===== src/rtl/hb_watchdog_pkg.sv =====
// Shared definitions for the heartbeat watchdog: channel state encoding,
// fault counter width and a small constant helper for counter sizing.
package hb_watchdog_pkg;

    typedef enum logic [1:0] {
        OFF   = 2'd0,
        GRACE = 2'd1,
        ARMED = 2'd2,
        FAULT = 2'd3
    } chan_state_t;

    localparam int unsigned FAULT_CNT_W = 4;

    function automatic int unsigned max_u(input int unsigned a, input int unsigned b);
        return (a > b) ? a : b;
    endfunction

endpackage


===== src/rtl/hb_watchdog_chan.sv =====
// One heartbeat monitoring channel: pin synchronizer, edge detector,
// cycle counter, supervision FSM and saturating fault counter.
module hb_watchdog_chan
    import hb_watchdog_pkg::*;
#(
    parameter int unsigned TIMEOUT_CYCLES    = 50_000_000,
    parameter int unsigned MIN_PERIOD_CYCLES = 1_000,
    parameter int unsigned GRACE_CYCLES      = 100_000_000
) (
    input  logic                   clk,
    input  logic                   reset,
    input  logic                   hb,
    input  logic                   run,
    output logic                   error,
    output logic [FAULT_CNT_W-1:0] fault_cnt,
    output logic [1:0]             state
);

    localparam int unsigned CW = $clog2(max_u(TIMEOUT_CYCLES, GRACE_CYCLES)) + 1;

    // Terminal counter values; zero-valued parameters collapse to 0 rather than wrapping.
    localparam logic [CW-1:0] TIMEOUT_LAST = CW'((TIMEOUT_CYCLES > 0) ? TIMEOUT_CYCLES - 1 : 0);
    localparam logic [CW-1:0] MIN_LAST     = CW'((MIN_PERIOD_CYCLES > 0) ? MIN_PERIOD_CYCLES - 1 : 0);
    localparam logic [CW-1:0] GRACE_LAST   = CW'((GRACE_CYCLES > 0) ? GRACE_CYCLES - 1 : 0);

    logic          s1, s2, s3;
    logic          hb_edge;
    chan_state_t   cur, nxt;
    logic [CW-1:0] cnt, cnt_nxt;

    // Two-flop synchronizer plus a third flop holding the previous synchronized level.
    always_ff @(posedge clk) begin
        if (!reset) begin
            s1 <= 1'b0;
            s2 <= 1'b0;
            s3 <= 1'b0;
        end else begin
            s1 <= hb;
            s2 <= s1;
            s3 <= s2;
        end
    end

    assign hb_edge = s2 ^ s3;

    // Next-state and counter logic; dropping run overrides every other transition.
    always_comb begin
        nxt     = cur;
        cnt_nxt = cnt;
        case (cur)
            OFF: begin
                cnt_nxt = '0;
                if (run) nxt = GRACE;
            end
            GRACE: begin
                if (cnt == GRACE_LAST) begin
                    nxt     = ARMED;
                    cnt_nxt = '0;
                end else begin
                    cnt_nxt = cnt + CW'(1);
                end
            end
            ARMED: begin
                if (hb_edge) begin
                    cnt_nxt = '0;
                    if (cnt < MIN_LAST) nxt = FAULT;
                end else if (cnt == TIMEOUT_LAST) begin
                    nxt     = FAULT;
                    cnt_nxt = '0;
                end else begin
                    cnt_nxt = cnt + CW'(1);
                end
            end
            FAULT: begin
                nxt     = GRACE;
                cnt_nxt = '0;
            end
            default: begin
                nxt     = OFF;
                cnt_nxt = '0;
            end
        endcase
        if (!run) begin
            nxt     = OFF;
            cnt_nxt = '0;
        end
    end

    // State, counter, registered error pulse and saturating fault count.
    always_ff @(posedge clk) begin
        if (!reset) begin
            cur       <= OFF;
            cnt       <= '0;
            error     <= 1'b0;
            fault_cnt <= '0;
        end else begin
            cur   <= nxt;
            cnt   <= cnt_nxt;
            error <= (nxt == FAULT);
            if (nxt == FAULT && fault_cnt != '1) begin
                fault_cnt <= fault_cnt + FAULT_CNT_W'(1);
            end
        end
    end

    assign state = cur;

endmodule


===== src/rtl/hb_watchdog.sv =====
// Dual-channel heartbeat watchdog: two independent monitors, one per uC.
module hb_watchdog
    import hb_watchdog_pkg::*;
#(
    parameter int unsigned TIMEOUT_CYCLES    = 50_000_000,
    parameter int unsigned MIN_PERIOD_CYCLES = 1_000,
    parameter int unsigned GRACE_CYCLES      = 100_000_000
) (
    input  logic                   clk,
    input  logic                   reset,
    input  logic                   hb_u1,
    input  logic                   hb_u2,
    input  logic                   run_u1,
    input  logic                   run_u2,
    output logic                   errorUC1,
    output logic                   errorUC2,
    output logic [FAULT_CNT_W-1:0] fault_cnt_u1,
    output logic [FAULT_CNT_W-1:0] fault_cnt_u2,
    output logic [1:0]             state_u1,
    output logic [1:0]             state_u2
);

    hb_watchdog_chan #(
        .TIMEOUT_CYCLES    (TIMEOUT_CYCLES),
        .MIN_PERIOD_CYCLES (MIN_PERIOD_CYCLES),
        .GRACE_CYCLES      (GRACE_CYCLES)
    ) u_ch1 (
        .clk       (clk),
        .reset     (reset),
        .hb        (hb_u1),
        .run       (run_u1),
        .error     (errorUC1),
        .fault_cnt (fault_cnt_u1),
        .state     (state_u1)
    );

    hb_watchdog_chan #(
        .TIMEOUT_CYCLES    (TIMEOUT_CYCLES),
        .MIN_PERIOD_CYCLES (MIN_PERIOD_CYCLES),
        .GRACE_CYCLES      (GRACE_CYCLES)
    ) u_ch2 (
        .clk       (clk),
        .reset     (reset),
        .hb        (hb_u2),
        .run       (run_u2),
        .error     (errorUC2),
        .fault_cnt (fault_cnt_u2),
        .state     (state_u2)
    );

endmodule


===== config.mk =====
export PLATFORM = sky130hd
export DESIGN_NAME = hb_watchdog
export DESIGN_NICKNAME = d
export VERILOG_FILES = /design/src/rtl/hb_watchdog_pkg.sv /design/src/rtl/hb_watchdog_chan.sv /design/src/rtl/hb_watchdog.sv
export SDC_FILE = /design/constraint.sdc
export NUM_CORES = 1
export LEC_CHECK = 0
export ABC_AREA = 1
export BUFFER_PORTS_ARGS = -buffer_cell sky130_fd_sc_hd__buf_4
export CORE_UTILIZATION = 40
export CTS_BUF_LIST = sky130_fd_sc_hd__clkbuf_4 sky130_fd_sc_hd__clkbuf_8
export DETAILED_ROUTE_END_ITERATION = 6
export PLACE_DENSITY = 0.56
export SKIP_LAST_GASP = 1
export SYNTH_ARGS = -nofsm -noshare
export SYNTH_HDL_FRONTEND = slang
export SYNTH_SLANG_ARGS = --single-unit
export TNS_END_PERCENT = 5

===== constraint.sdc =====
create_clock -name clk -period 1.6 [get_ports clk]
set_clock_uncertainty 0.1 [all_clocks]
set_input_delay 0.48 -clock clk [delete_from_list [all_inputs] [get_ports clk]]
set_output_delay 0.48 -clock clk [all_outputs]
set_load 0.03 [all_outputs]

## Word-level counts from Yosys, hierarchy flattened

Index checks and enable logic that the tools add are counted.

- Latch bits: 0
- RAM bits: 0
- Input bits: 6
- Bits in registers: 76
- Output and inout port bits: 14
- Logic and storage cells: 64
- Bits in read-only memories: 0
- Memories: 0

- Multipliers: 0
- Order comparisons: 2
- Div/mod/pow operators: 0
- Bitwise operators: 2
- $add $sub $neg: 4
- Eq/ne operators: 14
- Reductions and logical operators: 8
- Shift-type cells: 0
- Mux-type cells: 20

Operators with widths:

| cell | count |
|---|---|
| 2-to-1 mux 28 bit | 6 |
| case mux 28 bit (3 select lines) | 2 |
| adder 28 x 1 -> 28 bit (second input constant) | 2 |
| == test 28 x 26 -> 1 bit (second input constant) | 2 |
| == test 28 x 27 -> 1 bit (second input constant) | 2 |
| less-than comparator 28 x 10 -> 1 bit (second input constant) | 2 |
| 2-to-1 mux 2 bit | 10 |
| == test 2 bit (second input constant) | 6 |
| case mux 2 bit (3 select lines) | 2 |
| adder 4 x 1 -> 4 bit (second input constant) | 2 |
| inequality test 4 bit (second input constant) | 2 |
| == test 2 x 1 -> 1 bit (second input constant) | 2 |
| logical NOT 2 bit | 2 |
| AND reduction 2 bit | 2 |
| OR reduction 2 bit | 2 |
| logical AND 1 bit | 2 |
| bitwise XOR 1 bit | 2 |

## Logic depth before layout (Yosys ltp)

Gate-level depths: netlist of run 1.

- Depth after elaboration: 7
- Depth in mapped cells: 14
- Mapped depth without buffers: 14

## Modules after synthesis

Synthesis of run 1 repeated with hierarchy kept, for this count alone.

- Cell total of the unflattened synthesis: 620
- Area, all modules: 4259.1 µm²

Modules (own cells, without submodules):

| module | cells an instance | sequential area each (µm²) | area an instance (µm²) | times used |
|---|---|---|---|---|
| hb_watchdog_chan at u_ch2 | 308 | 760.7 | 2134.5 | 1 |
| hb_watchdog_chan at u_ch1 | 312 | 760.7 | 2124.5 | 1 |

## Worst setup path before layout of run 1

Ideal clock, no wire load.

- Path type: register -> register
- Start point: register u_ch2.cur[1] (netlist: u_ch2.state[1])
- End point: register u_ch2.fault_cnt[0]
- Setup time: 0.071 ns
- Path buffers: 0
- Period minus slack after synthesis: 1.830 ns
- Arrival: 1.659 ns
- Cell stages (with the launch flop): 11
- Slack: -0.230 ns
- Required time: 1.429 ns
- Cells stage by stage: dfxtp_1 -> ha_1 -> a21boi_0 -> nand4_1 -> nand2_1 -> inv_1 -> nand2_1 -> nand3_2 -> nor2_4 -> nand2_1 -> a21oi_1

- Cells in the longest elaborated chain, start to end: 6
- Elaborated cells on any way between the ends: 13
- Those cells by class: eq/ne (4); mux (6); reduce/logical (3)

RTL lines:

| element | line | text |
|---|---|---|
| start, declared | hb_watchdog_chan.sv:28 | `chan_state_t cur, nxt;` |
| start signal, assigned | hb_watchdog_chan.sv:97 | `cur <= nxt;` |
| == test 2 bit, or another cell as far along | hb_watchdog_chan.sv:50 | `case (cur)` |
| OR reduction 2 bit (no source line) or 2-to-1 mux 2 bit (tied branches) | n/a |  |
| case mux 2 bit (3 select lines) (*) | hb_watchdog_chan.sv:50 |  |
| 2-to-1 mux 2 bit (*) | hb_watchdog_chan.sv:83 | `if (!run) begin` |
| == test 2 bit (*) | hb_watchdog_chan.sv:100 | `if (nxt == FAULT && fault_cnt != '1) begin` |
| logical AND 1 bit (*) | hb_watchdog_chan.sv:100 |  |
| end signal, assigned | hb_watchdog_chan.sv:101 | `fault_cnt <= fault_cnt + FAULT_CNT_W'(1);` |
| end, declared | hb_watchdog_chan.sv:15 | `output logic [FAULT_CNT_W-1:0] fault_cnt,` |

Mark *: on every way between the ends. The rest lies on a longest branch, timed or not.
A chain may end at the register's enable or synchronous reset.

## Worst setup path after layout of run 1

- Start point: register u_ch2.cnt[17]
- End point: register u_ch2.fault_cnt[2]

- Cells in the longest elaborated chain, start to end: 7
- Elaborated cells on any way between the ends: 11
- Those cells by class: order compare (1); eq/ne (3); mux (6); reduce/logical (1)

RTL lines:

| element | line | text |
|---|---|---|
| start, declared | hb_watchdog_chan.sv:29 | `logic [CW-1:0] cnt, cnt_nxt;` |
| start signal, assigned | hb_watchdog_chan.sv:98 | `cnt <= cnt_nxt;` |
| less-than comparator 28 x 10 -> 1 bit or == test 28 x 26 -> 1 bit (tied branches) | hb_watchdog_chan.sv:66, hb_watchdog_chan.sv:67 |  |
| 2-to-1 mux 2 bit, on equally long branches | hb_watchdog_chan.sv:66, hb_watchdog_chan.sv:67 |  |
| 2-to-1 mux 2 bit | hb_watchdog_chan.sv:64 | `if (hb_edge) begin` |
| case mux 2 bit (3 select lines) (*) | hb_watchdog_chan.sv:50 |  |
| 2-to-1 mux 2 bit (*) | hb_watchdog_chan.sv:83 |  |
| == test 2 bit (*) | hb_watchdog_chan.sv:100 |  |
| logical AND 1 bit (*) | hb_watchdog_chan.sv:100 |  |

Marks and branches as above.

==> results of run 1 <==
## synth_stat cells
master and number:
nand2_1 131, clkbuf_1 1, nor3_4 2, buf_2 7, and2_1 2, ha_1 10
nand3_2 6, nand4_2 1, nor3_2 5, nand2_2 11, nor3_1 31, nor2_2 7
nand3_1 24, nor3b_1 6, nand4_1 19, nor4_1 5, a21oi_2 1, nor2_1 102
a2111oi_0 1, nor2_4 6, inv_2 6, or2_0 1, o22ai_1 1, a21oi_1 14
a21boi_0 2, xnor2_1 5, and3_1 1, dfxtp_1 76, a211oi_1 8, xor2_1 21
o21a_1 1, o21ai_1 4, inv_1 76, o21ai_0 12
## layout make-up
type / count / area, µm²
fillers: 926 / 3870
multi-input cells: 440 / 2530
flip-flops and latches: 76 / 1540
repair buffers: 166 / 1310
inverters: 82 / 313
well taps: 133 / 166
clock buffers: 11 / 145
clock inverters: 5 / 75.1
## layer usage
layer	global-route usage, %	share of wire [%]
met4	7.45	1.1
met2	32.8	44
met3	2.38	3.1
met1	30.1	51
met5	0	0
## critical path, cell delays in order (launching register included)
cell     delay [ps]
dfxtp_1         330
nor2_1          210
nand4_1         210
nor2_4          160
nand2_2          80
a21oi_4         200
nand3_4         100
nor2_4          170
nand2_1          80
a21oi_1         130
## cells in the final DEF, fill, tap and decap left out, drive strengths merged, types with 2 or more instances in the layout
master,n
o21ai,16
clkbuf,11
buf,166
a21boi,2
ha,10
nor3,38
clkinv,3
dfxtp,76
nand3,30
nand2,142
a211oi,8
inv,82
nor3b,6
nor4,5
and2,2
nor2,115
bufinv,2
xnor2,5
a21oi,15
nand4,20
xor2,21
## registers in the layout, summed over array words and instances, names as in the netlist
name,flops
u_ch1.s3,1
u_ch2.cnt,28
u_ch2.fault_cnt,4
u_ch1.s1,1
u_ch2.s1,1
u_ch1.cnt,28
u_ch2.error,1
u_ch1.s2,1
u_ch1.state,2
u_ch1.error,1
u_ch2.s3,1
u_ch1.fault_cnt,4
u_ch2.s2,1
u_ch2.state,2
## through the flow
step                instances  cell area (µm²)  util (%)  hold slack [ps]
global route              913             6090      61.2              215
finish                    913             6090      61.2              217
CTS                       910             5980      60.1              195
detailed placement        887             5620      56.4              304
floorplan                 606             4260         -              290
global placement          887             5620      56.4              293
## kinds of logic (layout without fill, tap and decap cells)
group	Yosys count	after routing	share of synthesized area, %
AO/OA/AOI/OAI	44	44	6.13
buffers and inverters	90	264	8.29
adder cells (fa/ha/maj)	10	10	2.99
flip-flops	76	76	36.4
AND/OR/NAND/NOR	360	360	40.8
XOR/XNOR	26	26	5.44
## path summary, 6_finish.rpt
path	end	slack, ps
setup reg to reg	u_ch2.fault_cnt[2]	-240
setup / recovery	u_ch2.fault_cnt[2]	-240
hold reg to reg	u_ch1.s2	320
hold / removal	u_ch1.s1	220
## where the power goes
part	internal [mW]	total (mW)	switching [mW]	leakage (nW)
sequential	1.91	1.92	0.0135	0.620
combinational	0.137	0.309	0.171	1.93
clock	0.932	1.65	0.722	0.116
## what timing repair did
action,4_1_cts,5_1_grt
setup endpoints to repair,66,69
resized for setup,26,27
pin swaps,17,22
setup buffers,7,4
hold buffers,0,0
cloned,0,0
hold endpoints to repair,0,0
==> results.ini, run 1 <==
[status]
outcome=complete, but fails checks
violations=negative setup slack

[global_route]
grt_max_degree=17
grt_pass1_vias=4084
grt-ovfl-total=0
gr-usage-all-layers_pct=21.1
grt_pass1_wl_um=18700
antenna_found_initial=0

[clocking]
cts_tree=done
clock_path_buffers=2
cts_buffers=9
htreeDepth=3
insertion_delay_ps=350
ctsRootBufferMaster=clkbuf_8
path_clk_slew_ps=80
clock-sinks=76

[setup_path]
cp_max_fo=4
r2r_start=u_ch2.cnt[17]
critPathArrivalTime_ps=2020
worst_ep_required_time_ps=1780
critPathKind=reg2reg
r2r_cells=9
worst_setup_path_end_kind=register
worst_setup_path_start_kind=register
crit_start=u_ch2.cnt[17]

[sta]
fmax_mhz=542
rsz0062_at_grt=true
fin_crit_sh_pct=115
hold_viol=0
period_minus_slack_ps=1840
slew_violations=0
setup_viol_count_final=68
fin_tns_setup_ps=-10470
slew_headroom_pct=67.0
worstMarginPinSlew_ps=491
fin_ws_ps=-245

[layout]
layout.nets=791
n_antenna_cell=0
area_growth_pct=45.6
drive_gt1_share_pct=35.5

[yosys]
syn_area_per_cell_um2=6.90
netlist_instances=606
netlist.area_leader.share_pct=36.4
ys_ff_latch=76
netlist_area_mm2=0.00418
synth_area_leaders=dfxtp_1 36%, nand2_1 12%, nor2_1 9.2%, inv_1 6.8%, xor2_1 4.4%
synth_warnings=0
seq_area_frac_synth_pct=36.4
synth_area_leader_cell=dfxtp_1
netlist-cell-type-count=34
syn_nets=622

[place]
hpwlAfterDp_um=8400
portBuffers=19
dp_slack_ps=-325
gp_congestion=0.850

[routing]
drt_iter0_drc=193
avgRoutedWirePerCell_um=12.0
drtPass1Iterations=5
via_per_inst=4.76
num_vias=4346
ant_nets=0
drc=0
wl_um=11000

[die]
chipHeight_um=104
io_pins=20
rows=36
core_mm2=0.00995
dieArea_mm2=0.0109
die_w_um=104
start_util_pct=42.0

[pwr]
leakagePower_nw=2.67
finalPower_mw=3.88
powerDensity_mw_per_mm2=637
ir_drop_mv=0.444

[hold_path]
worstHoldStart=hb_u1
hold_path_class=in2reg
min_path_cells=3

[flow_run]
maxCapViolCount=0

(Power assumes the default switching activity.)
==> run 2: changes to the inputs <==
Settings changed: PLACE_DENSITY 0.56 to 0.54.
Clock period 1.6 ns to 1.85 ns, I/O delays scaled along.
==> run 2 against run 1 <==
  * The flow still finishes with violations (negative setup slack)
  * Hold slack improved by 67 ps
  * Critical path depth is 1 higher
  * Non-clock buffer count decreased by 77
  * Power shrank 11%
  * Sequential power decreased by 14%
  * Clock-buffer cell count did not move
  * Clock power shrank 6%
  * Worst setup slack gained 240 ps
==> results.ini, run 2 (synthesis gave the netlist of run 1 again) <==
[place]
portBuffers=19  ; unchanged
gp_congestion=0.866  ; +1.8%
placed_cells=812  ; -8.5%
place_area_mm2=0.00494  ; -12%
hpwlAfterDp_um=7620  ; -9.3%
dp_slack_ps=-93.3  ; +232 ps

[sta]
worstMarginPinSlew_ps=469  ; -22.0 ps
slew_headroom_pct=68.4  ; +1.5 points
fmax_mhz=539  ; -0.54%
period_minus_slack_ps=1850  ; +10.0 ps
rsz0062_at_grt=true
fin_crit_sh_pct=100  ; -15 points
fin_tns_setup_ps=-12.0  ; +10460 ps
hold_viol=0  ; unchanged
holdWs_ps=284  ; +67.0 ps
fin_ws_ps=-4.95  ; +240 ps
setup_viol_count_final=3  ; -96%
slew_violations=0  ; unchanged

[clocking]
htreeDepth=3  ; unchanged
clock-sinks=76  ; unchanged
path_clk_slew_ps=80  ; about the same
clock_path_buffers=2  ; unchanged
hold_buffers=0  ; unchanged
cts_buffers=9  ; unchanged
insertion_delay_ps=350  ; about the same
cts_tree=done
ctsRootBufferMaster=clkbuf_8

[setup_path]
r2r-end=u_ch1.cnt[17]
r2r_start=u_ch1.cnt[0]
critPathArrivalTime_ps=2010  ; about the same
worst_setup_path_start_kind=register
critPathKind=reg2reg
worst_setup_path_end_kind=register
cp_max_fo=3  ; -1
reg2reg_slack_ps=-5  ; +240 ps
r2r_cells=10  ; +1
worst_ep_required_time_ps=2000  ; +220 ps

[global_route]
grt_use_met1_pct=28.2  ; -1.8 points
antenna_found_initial=0  ; unchanged
busiest_layer=met2
grt_pass1_vias=3848  ; -5.8%
grt-ovfl-total=0  ; unchanged
grt_util_met2_pct=28.8  ; -4.0 points
grt_pass1_wl_um=17300  ; -7.2%
grt_max_degree=28  ; +11
gr-usage-all-layers_pct=19.6  ; -1.6 points
met3_usage_pct=3.38  ; +1.0 points

[layout]
n_antenna_cell=0  ; unchanged
final_area_mm2=0.00548  ; -10%
layout_common_cells=120 x nand2_1, 95 x nor2_1, 87 x buf_4, 72 x inv_1, 68 x dfxtp_1
postLayoutCoreUtil_pct=55.1  ; -6.1 points
drive_gt1_share_pct=27.6  ; -7.9 points
layout.nets=714  ; -9.7%
fill_cells=977  ; +5.5%
area_growth_pct=31.0
final_common_cell=nand2_1
reg_top3=u_ch1.cnt (28), u_ch2.cnt (28)
stdcell_count=836  ; -8.4%

[pwr]
ir_drop_mv=0.413  ; -7.0%
finalPower_mw=3.44  ; -11%
powerDensity_mw_per_mm2=628  ; -1.4%
leakagePower_nw=2.26  ; -16%

[routing]
drt_iter0_drc=159  ; -18%
via_per_inst=4.90  ; +3.0%
wl_um=10200  ; -6.6%
drc=0  ; unchanged
ant_nets=0  ; unchanged
drtPass1Iterations=4  ; -1
num_vias=4097  ; -5.7%
avgRoutedWirePerCell_um=12.3  ; +2.0%

[flow_run]
maxCapViolCount=0  ; unchanged

[status]
violations=negative setup slack
outcome=complete, but fails checks

[die]
dieArea_mm2=0.0109  ; unchanged
rows=36  ; unchanged
start_util_pct=42.0  ; unchanged
io_pins=20  ; unchanged
chipHeight_um=104  ; unchanged
core_mm2=0.00995  ; unchanged
die_w_um=104  ; unchanged

[hold_path]
min_delay_worst_endpoint=u_ch2.s1
worstHoldStart=hb_u2
min_path_cells=3  ; unchanged
hold_path_class=in2reg

-- run 2: changes by cell type in the layout (fill, tap and decap cells not counted), sizes merged --
cell    change
bufinv      +1
clkinv      -1
buf        -77
-- run 2: layer usage --
metal,up-vias,share of wire [%]
met2,81,42
met3,15,4.9
met4,0,1.6
met5,-,0
met1,1873,52
li1,2128,-
-- run 2: layout make-up --
class                   instances  area [µm²]  area share, %
multi-input cells             440        2540           46.4
repair buffers                 89         693           12.6
flip-flops and latches         76        1530           27.9
well taps                     133         166           3.04
inverters                      82         308           5.62
clock buffers                  11         139           2.53
clock inverters                 5         100           1.83
-- run 2: worst max path at each step --
| stage | from | endpoint | slack, ps |
|---|---|---|---|
| floorplan | u_ch2.state[1] | u_ch2.fault_cnt[0] | 20 |
| global placement | u_ch2.cnt[0] | u_ch2.cnt[26] | -80 |
| detailed placement | u_ch2.cnt[0] | u_ch2.cnt[26] | -90 |
| CTS | u_ch1.cnt[1] | u_ch1.cnt[18] | -30 |
| global route | u_ch2.cnt[3] | u_ch2.cnt[27] | -160 |
| finish | u_ch1.cnt[0] | u_ch1.cnt[17] | -5 |
-- run 2: critical path, cell delays in order (launching register included) --
cell and delay [ps]:
dfxtp_2 360, buf_4 120, nand3_2 100, nor2_4 110
nand2_2 80, nor2_4 120, nand3_1 150, nor3_2 260
buf_4 170, xor2_1 140, nor2_1 50
-- run 2: where the power goes --
group	switching, mW	total [mW]	leakage (nW)	internal, mW
clock	0.631	1.55	0.124	0.923
sequential	0.0120	1.66	0.618	1.65
combinational	0.137	0.228	1.51	0.0909
-- run 2: what timing repair did --
| item | CTS | global route |
|---|---|---|
| resized for setup | 22 | 42 |
| setup endpoints to repair | 52 | 65 |
| endpoints found under the hold margin | 0 | 0 |
| pin swaps | 9 | 24 |
| setup buffers | 2 | 6 |
